## config.mk

```make
export PLATFORM = sky130hd
export DESIGN_NAME = f_rename
export DESIGN_NICKNAME = d
export VERILOG_FILES = /design/src/rtl/f_rename_pkg.sv /design/src/rtl/f_rename_slot.sv /design/src/rtl/f_rename.sv
export SDC_FILE = /design/constraint.sdc
export NUM_CORES = 1
export LEC_CHECK = 0
export ABC_AREA = 0
export ABC_CLOCK_PERIOD_IN_PS = 2100
export CORE_UTILIZATION = 39
export CTS_BUF_LIST = sky130_fd_sc_hd__clkbuf_4
export CTS_CLUSTER_SIZE = 40
export DETAILED_ROUTE_END_ITERATION = 7
export MAX_ROUTING_LAYER = met4
export PLACE_DENSITY = 0.82
export SLEW_MARGIN = 40
export SYNTH_ARGS = -nofsm -noshare
export SYNTH_HDL_FRONTEND = slang
export SYNTH_SLANG_ARGS = --single-unit
```

## constraint.sdc

```tcl
create_clock -name clk -period 2.1 [get_ports clk]
set_clock_uncertainty 0.05 [all_clocks]
set_input_delay 0.63 -clock clk [delete_from_list [all_inputs] [get_ports clk]]
set_output_delay 0.63 -clock clk [all_outputs]
set_load 0.01 [all_outputs]
```

## src/rtl/f_rename_pkg.sv

```systemverilog
// Shared rename definitions: architectural/physical address widths and the
// renamed-instruction field layout that FDispatch also decodes.
package f_rename_pkg;

    localparam int FPR_AW = 4;
    localparam int PRF_AW = 5;

    typedef struct packed {
        logic [FPR_AW-1:0] fd;
        logic              fd_wen0;
        logic              fd_wen1;
        logic [PRF_AW-1:0] fd_prf0;
        logic [PRF_AW-1:0] fd_prf1;
        logic [PRF_AW-1:0] fs_prf0;
        logic [PRF_AW-1:0] fs_prf1;
        logic [PRF_AW-1:0] ft_prf0;
        logic [PRF_AW-1:0] ft_prf1;
        logic              fs_use0;
        logic              fs_use1;
        logic              ft_use0;
        logic              ft_use1;
    } ren_fields_t;

    localparam int REN_FIELDS_W = $bits(ren_fields_t);

    // A destination half that is not written carries physical register 0.
    function automatic logic [PRF_AW-1:0] gate_prf(input logic wen, input logic [PRF_AW-1:0] prf);
        return wen ? prf : '0;
    endfunction

endpackage

```

## src/rtl/f_rename_slot.sv

```systemverilog
// One payload register with a valid bit; used for the output stage and,
// when enabled, for the skid entry.
module f_rename_slot #(
    parameter int W = 8
) (
    input  logic         clk,
    input  logic         resetn,
    input  logic         flush,
    input  logic         set,
    input  logic         clr,
    input  logic [W-1:0] d,
    output logic         valid,
    output logic [W-1:0] q
);

    // NOTE: payload is reset as well as valid so every out_* field reads 0 after reset.
    always_ff @(posedge clk) begin
        if (!resetn) begin
            // NOTE: non-blocking assignments keep all state updates on the same edge.
            valid <= 1'b0;
            q     <= '0;
        end else begin
            if (flush)
                valid <= 1'b0;
            else if (set)
                valid <= 1'b1;
            else if (clr)
                valid <= 1'b0;

            if (set && !flush)
                q <= d;
        end
    end

endmodule

```

## src/rtl/f_rename.sv

```systemverilog
// FP rename stage: allocates fd physical registers, captures fs/ft mappings
// and hands the renamed instruction to FDispatch. Option: F_RENAME_SKID_EN.
module f_rename
    import f_rename_pkg::*;
#(
    parameter int OP_W  = 8,
    parameter int TAG_W = 5
) (
    input  logic              clk,
    input  logic              resetn,
    input  logic              flush,

    input  logic              in_valid,
    output logic              in_ready,
    input  logic [OP_W-1:0]   in_op,
    input  logic [TAG_W-1:0]  in_tag,
    input  logic [FPR_AW-1:0] in_fd,
    input  logic              in_fd_wen0,
    input  logic              in_fd_wen1,
    input  logic [FPR_AW-1:0] in_fs,
    input  logic [FPR_AW-1:0] in_ft,
    input  logic              in_fs_use0,
    input  logic              in_fs_use1,
    input  logic              in_ft_use0,
    input  logic              in_ft_use1,

    output logic              frename_wen0,
    output logic              frename_wen1,
    output logic [FPR_AW-1:0] frename_waddr,
    input  logic              frename_busy,
    input  logic [PRF_AW-1:0] frename_prf0,
    input  logic [PRF_AW-1:0] frename_prf1,
    output logic [FPR_AW-1:0] frename_fs_addr,
    output logic [FPR_AW-1:0] frename_ft_addr,
    input  logic [PRF_AW-1:0] frename_fs_prf0,
    input  logic [PRF_AW-1:0] frename_fs_prf1,
    input  logic [PRF_AW-1:0] frename_ft_prf0,
    input  logic [PRF_AW-1:0] frename_ft_prf1,

    output logic              out_valid,
    input  logic              out_ready,
    output logic [OP_W-1:0]   out_op,
    output logic [TAG_W-1:0]  out_tag,
    output logic [FPR_AW-1:0] out_fd,
    output logic              out_fd_wen0,
    output logic              out_fd_wen1,
    output logic [PRF_AW-1:0] out_fd_prf0,
    output logic [PRF_AW-1:0] out_fd_prf1,
    output logic [PRF_AW-1:0] out_fs_prf0,
    output logic [PRF_AW-1:0] out_fs_prf1,
    output logic [PRF_AW-1:0] out_ft_prf0,
    output logic [PRF_AW-1:0] out_ft_prf1,
    output logic              out_fs_use0,
    output logic              out_fs_use1,
    output logic              out_ft_use0,
    output logic              out_ft_use1
);

    localparam int PW = OP_W + TAG_W + REN_FIELDS_W;

    logic          can_take;
    logic          accept;
    logic          out_set;
    logic          out_clr;
    logic [PW-1:0] out_d;
    logic [PW-1:0] out_q;
    logic [PW-1:0] in_pay;
    ren_fields_t   in_f;
    ren_fields_t   out_f;

    // Busy only matters when a destination half actually needs a register.
    assign in_ready = can_take & ~flush & ~(frename_busy & (in_fd_wen0 | in_fd_wen1));
    assign accept   = in_valid & in_ready;

    assign frename_wen0    = in_valid & can_take & ~flush & in_fd_wen0;
    assign frename_wen1    = in_valid & can_take & ~flush & in_fd_wen1;
    assign frename_waddr   = in_fd;
    assign frename_fs_addr = in_fs;
    assign frename_ft_addr = in_ft;

    always_comb begin
        in_f         = '0;
        in_f.fd      = in_fd;
        in_f.fd_wen0 = in_fd_wen0;
        in_f.fd_wen1 = in_fd_wen1;
        in_f.fd_prf0 = gate_prf(in_fd_wen0, frename_prf0);
        in_f.fd_prf1 = gate_prf(in_fd_wen1, frename_prf1);
        in_f.fs_prf0 = frename_fs_prf0;
        in_f.fs_prf1 = frename_fs_prf1;
        in_f.ft_prf0 = frename_ft_prf0;
        in_f.ft_prf1 = frename_ft_prf1;
        in_f.fs_use0 = in_fs_use0;
        in_f.fs_use1 = in_fs_use1;
        in_f.ft_use0 = in_ft_use0;
        in_f.ft_use1 = in_ft_use1;
    end

    assign in_pay = {in_op, in_tag, in_f};

`ifdef F_RENAME_SKID_EN
    logic          skid_valid;
    logic [PW-1:0] skid_q;
    logic          out_open;

    // The output register can take a new entry this cycle.
    assign out_open = ~out_valid | out_ready;
    assign can_take = ~skid_valid;

    // Skid is only ever filled while the output is stalled, so draining it
    // first preserves order; it is empty whenever a new accept happens.
    assign out_set = out_open & (skid_valid | accept);
    assign out_d   = skid_valid ? skid_q : in_pay;
    assign out_clr = out_ready;

    f_rename_slot #(.W(PW)) u_skid (
        .clk    (clk),
        .resetn (resetn),
        .flush  (flush),
        .set    (accept & ~out_open),
        .clr    (skid_valid & out_open),
        .d      (in_pay),
        .valid  (skid_valid),
        .q      (skid_q)
    );
`else
    assign can_take = ~out_valid | out_ready;
    assign out_set  = accept;
    assign out_d    = in_pay;
    assign out_clr  = out_ready;
`endif

    f_rename_slot #(.W(PW)) u_out (
        .clk    (clk),
        .resetn (resetn),
        .flush  (flush),
        .set    (out_set),
        .clr    (out_clr),
        .d      (out_d),
        .valid  (out_valid),
        .q      (out_q)
    );

    assign {out_op, out_tag, out_f} = out_q;

    assign out_fd      = out_f.fd;
    assign out_fd_wen0 = out_f.fd_wen0;
    assign out_fd_wen1 = out_f.fd_wen1;
    assign out_fd_prf0 = out_f.fd_prf0;
    assign out_fd_prf1 = out_f.fd_prf1;
    assign out_fs_prf0 = out_f.fs_prf0;
    assign out_fs_prf1 = out_f.fs_prf1;
    assign out_ft_prf0 = out_f.ft_prf0;
    assign out_ft_prf1 = out_f.ft_prf1;
    assign out_fs_use0 = out_f.fs_use0;
    assign out_fs_use1 = out_f.fs_use1;
    assign out_ft_use0 = out_f.ft_use0;
    assign out_ft_use1 = out_f.ft_use1;

endmodule

```

* Word level (Yosys, flattened, before mapping)
Cells that the tools add are included.
Operators by class: mux-type cells 4, bitwise logic cells 14, reduce and logical (&&, ||, !) cells 4
Operators by type and width (count):
- $mux 5 | 2
- $and 1x1->1 | 8
- $not 1->1 | 4
- $mux 1 | 2
- $or 1x1->1 | 2
- $reduce_bool 2->1 | 1
- $reduce_or 2->1 | 1
- $logic_and 1x1->1 | 1
- $logic_not 1->1 | 1
Word-level totals: bits in registers 54, input port bits 67, output and inout bits 69, logic and storage cells 24

* Depth between registers and ports, before layout
Gate-level depths: netlist of run 1.
word-level depth 6, gate-level depth with buffers 6, mapped depth without buffers 3

* Hierarchy
From an unflattened synthesis of run 1, not the netlist that was laid out.
Second synthesis, totals: cell total of the unflattened synthesis 263, area total of the unflattened synthesis 2459.9 um^2
Modules (own cells, without submodules):
- f_rename_slot | times used 1, cells each 235, area an instance 2239.6 um^2, seq. area each 1081.0 um^2
- f_rename | times used 1, cells each 28, area an instance 220.2 um^2, seq. area each 0.0 um^2

* Least setup slack after synthesis of run 1
OpenSTA, ideal clock, no wires.
path type input -> output, from input port in_fd_wen0, to output port in_ready, arrival time 1234 ps, data required time 1420 ps, path slack 186 ps, stages on the path 3, buffers on the path 1, cell sequence buf_4 -> o21a_4 -> nor3_1
Between the ends: word-level cells in the longest chain between the ends 4
RTL lines:
- from (decl) | line f_rename.sv:18 | input logic in_fd_wen0,
- $or 1x1->1 | line f_rename.sv:72 | assign in_ready = can_take & ~flush & ~(frename_busy & (in_fd_wen0 | in_fd_wen1));
- $and 1x1->1 | line f_rename.sv:72
- $not 1->1 | line f_rename.sv:72
- $and 1x1->1 | line f_rename.sv:72
- to (decl) | line f_rename.sv:14 | output logic in_ready,
No other way between the ends.

* Worst setup path in the final report of run 1
from input port in_fd[1], to output port frename_waddr[1]
RTL lines:
- from (decl) | line f_rename.sv:17 | input logic [FPR_AW-1:0] in_fd,
- to (decl) | line f_rename.sv:29 | output logic [FPR_AW-1:0] frename_waddr,
No word-level cell between the ends.

==> impl_metrics.py, run 1 <==
metrics = {
    "status": {
        "status": "finished clean",
    },
    "setup_path": {
        "worstSetupEndpointType": "output port",
        "cp.buffers_inverters": 2,
        "crit_chain": "clkdlybuf4s50_1, dlygate4sd2_1",
        "critPathKind": "input pin to output port",
        "reg2reg_setup_slack_ps": 370,
        "cp_top_family": "buffers and inverters",
        "critPathMaxStageDelay_ps": 480,
        "slowest_stage": "clkdlybuf4s50_1",
        "cp.arrival_ps": 1380,
        "r2r_start": "u_out.valid$_SDFFE_PP0P_",
        "required_ps": 1420,
        "start_kind": "input pin",
        "path_max_fanout": 2,
        "reg2regPathDepth": 6,
        "reg2reg_to": "u_out.q[27]$_SDFFE_PN0P_",
    },
    "global_routing": {
        "grt.overflow.total": 0,
        "grt_pass1_vias": 1906,
        "grt_max_degree": 108,
        "grt_pass1_wl_um": 8490,
        "grt_usage_pct": 17.3,
        "antenna_found_initial": 0,
    },
    "route": {
        "vias": 2055,
        "route.detailed.drc": 0,
        "drt_iter0_markers": 108,
        "wire_per_inst_um": 12.4,
        "firstDrtPassIters": 4,
        "vias_per_cell": 4.65,
        "wl_um": 5470,
        "drt.antenna.violating_nets": 0,
    },
    "sta": {
        "final.period_utilization_pct": 98.3,
        "finalHoldViolCount": 0,
        "slew_headroom_pct": 71.7,
        "rsz0062_at_grt": "false",
        "worst_pin_slew_ps": 424,
        "max_freq_mhz": 484,
        "report.final.slew_viol_count": 0,
        "fin_crit_ps": 2060,
        "finalSetupTns_ps": 0,
        "finalSetupViolCount": 0,
    },
    "floorplan": {
        "die_x_um": 80.1,
        "fp.dieH_um": 80.1,
        "die-area_um2": 6420,
        "io_pins": 136,
        "num_rows": 28,
        "core-area_um2": 5920,
        "initial_core_util_pct": 40.2,
    },
    "synth": {
        "ys_warn_count": 0,
        "synth_common_cells": "nand2_1, dfxtp_1, mux2i_1, buf_4, nand3_1",
        "netlist_area_um2": 2380,
        "yosysMostFrequentCell": "nand2_1",
        "synth-seq-cells": 54,
        "synthDominantCellAreaShare_pct": 45.4,
        "synth_nets": 322,
        "synth_edf_count": 0,
        "synth_cells": 255,
        "synth-async-reset-ratio_pct": 0,
        "ys_seq_area_share_pct": 45.4,
        "ys_top_cells_by_area": "dfxtp_1, mux2i_1, nand2_1",
        "synth_top_area_cell": "dfxtp_1",
        "synth_flop_cell": "dfxtp_1",
        "syn_area_per_cell_um2": 9.34,
        "synth.distinct_cells": 19,
    },
    "clocking": {
        "clk-insertion-delay-late_ps": 360,
        "root_buffer": "clkbuf_4",
        "clockBufferDepth": 2,
        "clkTransAtPathRegs_ps": 160,
        "cts_tree": "yes",
        "clkSinkCount": 54,
        "h-tree-depth": 2,
        "cts_buffers": 5,
    },
    "cells_and_area": {
        "final_cell_count_no_fill": 442,
        "final_util_pct": 61.5,
        "fillerInstances": 515,
        "drive_gt1_share_pct": 9.26,
        "final_area_um2": 3640,
        "syn_to_final_growth_pct": 53.0,
        "antenna_cells": 0,
        "nNetsFinal": 433,
    },
    "power_and_ir_drop": {
        "powerDensity_nw_per_um2": 566,
        "p_leak_uw": 0.00138,
        "p_total_uw": 2060,
        "ir_drop_uv": 298,
    },
    "min_path": {
        "hold_path_depth": 2,
        "worstHoldStart": "u_out.q[3]$_SDFFE_PN0P_",
        "hold_path_end": "u_out.q[3]$_SDFFE_PN0P_",
        "min_path_type": "register to register",
    },
    "run": {
        "cap_violations": 0,
    },
    "placed_design": {
        "port_buffers": 119,
        "place_area_um2": 3560,
        "place_inst": 432,
        "place.gp.congestion": 0.673,
        "dp_hpwl_um": 3980,
    },
}
## worst register-to-register path, stage by stage (launching register included)
cell	delay (ps)
dfxtp_1	350
nor2b_4	130
buf_4	130
buf_4	140
nor4b_4	270
buf_4	370
mux2i_1	240
## flip-flops by register name, indices dropped and copies added, names as in the netlist
name and count:
u_out.q 53, u_out.valid 1
## routing by layer
metal	routed length, um	up-vias	track usage [%]
met5	0	-	-
met4	33	0	4.46
met3	446	6	6.36
met2	2720	74	29.3
met1	2280	945	19.2
li1	-	1030	-
## cell families (layout without fill, tap and decap cells)
| logic type | after synthesis | count (layout) | synth area share, % |
|---|---|---|---|
| simple gates | 113 | 113 | 20.0 |
| flops | 54 | 54 | 45.4 |
| mux | 53 | 53 | 22.3 |
| buf+inv | 32 | 144 | 11.2 |
| compound gates | 3 | 3 | 1.05 |
## worst max-delay path by stage
| stage | start | end | depth (start not counted) |
|---|---|---|---|
| after global placement | in_fd_wen1 | in_ready | 4 |
| after CTS | in_fd[3] | frename_waddr[3] | 2 |
| after detailed placement | out_ready | frename_wen0 | 5 |
| final | in_fd[1] | frename_waddr[1] | 2 |
| after global routing | in_fd[1] | frename_waddr[1] | 2 |
| after floorplan | in_fd_wen0 | in_ready | 3 |
## repair_timing
item                                    in CTS  in global routing
endpoints found under the setup margin       7                  3
hold endpoints to repair                     0                  0
buffers inserted                             2                  0
hold buffers                                 0                  0
gates resized for setup                     25                  2
## placed cells by master, fill, tap and decap left out, drive strengths merged
cell type / synthesis / routed
dfxtp: 54 / 54
bufinv: 0 / 1
nor2: 1 / 1
o21ai: 1 / 1
and3: 2 / 2
clkinvlp: 0 / 2
o21a: 1 / 1
mux2i: 53 / 53
nand3: 10 / 10
dlygate4sd2: 0 / 9
clkdlybuf4s50: 0 / 105
nor3b: 1 / 1
nand2: 96 / 96
nor3: 1 / 1
buf: 23 / 21
a21oi: 1 / 1
nor4b: 1 / 1
nor2b: 1 / 1
clkbuf: 9 / 5
clkdlybuf4s15: 0 / 1
## through the flow
stage	worst slack [ps]	hold WS (ps)
6_report	35.5	417
5_1_grt	1.86	433
4_1_cts	28.1	419
3_5_place_dp	-601	396
3_3_place_gp	-609	391
2_1_floorplan	186	429
## final cells by class
class                   instances  area, um^2  area share [%]
clock buffers                   5        37.5            1.03
clock inverters                 3        45.0            1.24
multi-input cells             169        1040            28.5
flip-flops and latches         54        1080            29.7
well taps                      75        93.8            2.58
repair buffers                136        1350            36.9
## power breakdown
group          switching [uW]  total, uW  internal, uW
sequential               19.7       1090          1070
clock                     328        578           250
combinational             156        399           243
Power figures use the tool's default switching activity.
==> run 2, diff against run 1 <==
CORE_MARGIN = 4   (was default)
==> impl_metrics.py, run 2 (synthesis results as in run 1) <==
metrics = {
    "power_and_ir_drop": {
        "p_leak_uw": 0.00142,
        "ir_drop_uv": 225,
        "powerDensity_nw_per_um2": 530,
    },
    "sta": {
        "finalSetupViolCount": 0,
        "worst_slack_ps": 26.4,
        "finalHoldViolCount": 0,
        "final.period_utilization_pct": 98.7,
        "max_freq_mhz": 482,
        "fin_crit_ps": 2070,
        "report.final.slew_viol_count": 0,
        "slew_headroom_pct": 82.5,
        "worst_pin_slew_ps": 263,
        "rsz0062_at_grt": "true",
    },
    "route": {
        "drt.antenna.violating_nets": 0,
        "vias_per_cell": 4.62,
        "wl_um": 5850,
        "firstDrtPassIters": 4,
        "vias": 2074,
        "route.detailed.drc": 0,
        "drt_iter0_markers": 37,
        "wire_per_inst_um": 13.0,
    },
    "floorplan": {
        "num_rows": 28,
        "initial_core_util_pct": 40.2,
        "fp.dieH_um": 86.1,
        "die_x_um": 86.1,
        "die-area_um2": 7420,
        "io_pins": 136,
        "core-area_um2": 5920,
    },
    "clocking": {
        "clockBufferDepth": 2,
        "cts_tree": "yes",
        "clkTransAtPathRegs_ps": 150,
        "h-tree-depth": 2,
        "root_buffer": "clkbuf_4",
        "clkSinkCount": 54,
        "cts_buffers": 5,
        "clk-insertion-delay-late_ps": 350,
    },
    "setup_path": {
        "cp.buffers_inverters": 2,
        "path_max_fanout": 2,
        "required_ps": 1420,
        "critPathKind": "input pin to output port",
        "critPathMaxStageDelay_ps": 490,
        "cp_top_family": "buffers and inverters",
        "crit_chain": "clkdlybuf4s50_1, clkdlybuf4s15_1",
        "cp.arrival_ps": 1390,
        "slowest_stage": "clkdlybuf4s50_1",
        "worstSetupEndpointType": "output port",
        "start_kind": "input pin",
    },
    "global_routing": {
        "grt_pass1_wl_um": 9340,
        "grt_max_degree": 58,
        "grt_pass1_vias": 2126,
        "busiest_layer": "met2",
        "gr-usage-met2_pct": 28.5,
        "grt.overflow.total": 0,
        "grt_use_met1_pct": 17.3,
        "grt_usage_pct": 16.1,
        "gr-usage-met3_pct": 5.09,
        "antenna_found_initial": 0,
    },
    "placed_design": {
        "place_inst": 438,
        "place.gp.congestion": 0.743,
        "dp_hpwl_um": 4610,
        "port_buffers": 119,
        "pre_cts_ws_ps": -598,
    },
    "cells_and_area": {
        "regMostFlops": "u_out.q",
        "drive_gt1_share_pct": 10.7,
        "fillerInstances": 503,
        "final_cell_count_no_fill": 449,
        "final_common_cell": "clkdlybuf4s50_1",
        "nNetsFinal": 440,
        "mostFrequentLayoutCells": "clkdlybuf4s50_1, nand2_1, dfxtp_1",
        "syn_to_final_growth_pct": 53.7,
        "antenna_cells": 0,
        "largest_register_ffs": 53,
        "reg_top3": "u_out.q x53, u_out.valid x1",
    },
    "run": {
        "cap_violations": 0,
    },
    "min_path": {
        "min_path_type": "register to register",
    },
    "status": {
        "status": "finished clean",
    },
}
==> run 2: power by group <==
part	internal, uW	total, uW	switching, uW
registers	1070	1090	20.4
clock network	140	448	308
logic	249	405	156
total	1450	1940	485
==> run 2: per-layer routing <==
metal | part of all wire, % | up-vias
li1 | - | 1059
met5 | 0 | -
met4 | 0.77 | 0
met3 | 8.2 | 4
met2 | 49 | 75
met1 | 42 | 936
==> run 2: through the flow <==
stage	total power [uW]	hold WS (ps)	instance area, um^2	setup TNS, ps	utilization, %
2_1_floorplan	1300	429	2380	0	-
3_3_place_gp	1510	392	3590	-13130	60.7
3_5_place_dp	1520	396	3590	-16240	60.7
4_1_cts	1970	419	3650	0	61.6
5_1_grt	2040	433	3660	-5.31	61.8
6_report	1940	415	3660	0	61.8
==> run 2: path summary, 6_finish.rpt <==
check | start | to | slack (ps) | cells past startpoint
hold / removal | u_out.q[29]$_SDFFE_PN0P_ | u_out.q[29]$_SDFFE_PN0P_ | 410 | 2
setup reg to reg | u_out.valid$_SDFFE_PP0P_ | u_out.q[14]$_SDFFE_PN0P_ | 390 | 7
hold reg to reg | u_out.q[29]$_SDFFE_PN0P_ | u_out.q[29]$_SDFFE_PN0P_ | 410 | 2
setup / recovery | in_fd[3] | frename_waddr[3] | 30 | 2
==> run 2: repair_timing <==
| item | CTS | global route |
|---|---|---|
| setup endpoints to repair | 7 | 4 |
| buffers inserted | 3 | 0 |
| hold buffers | 0 | 0 |
| gates resized for setup | 23 | 4 |
==> run 2: cell type report <==
cell class | count | area [um^2] | share of cell area, %
clock buffers | 6 | 45.0 | 1.23
repair buffers | 143 | 1390 | 38.0
well taps | 75 | 93.8 | 2.56
clock inverters | 2 | 8.76 | 0.239
flip-flops and latches | 54 | 1080 | 29.5
multi-input cells | 169 | 1040 | 28.4
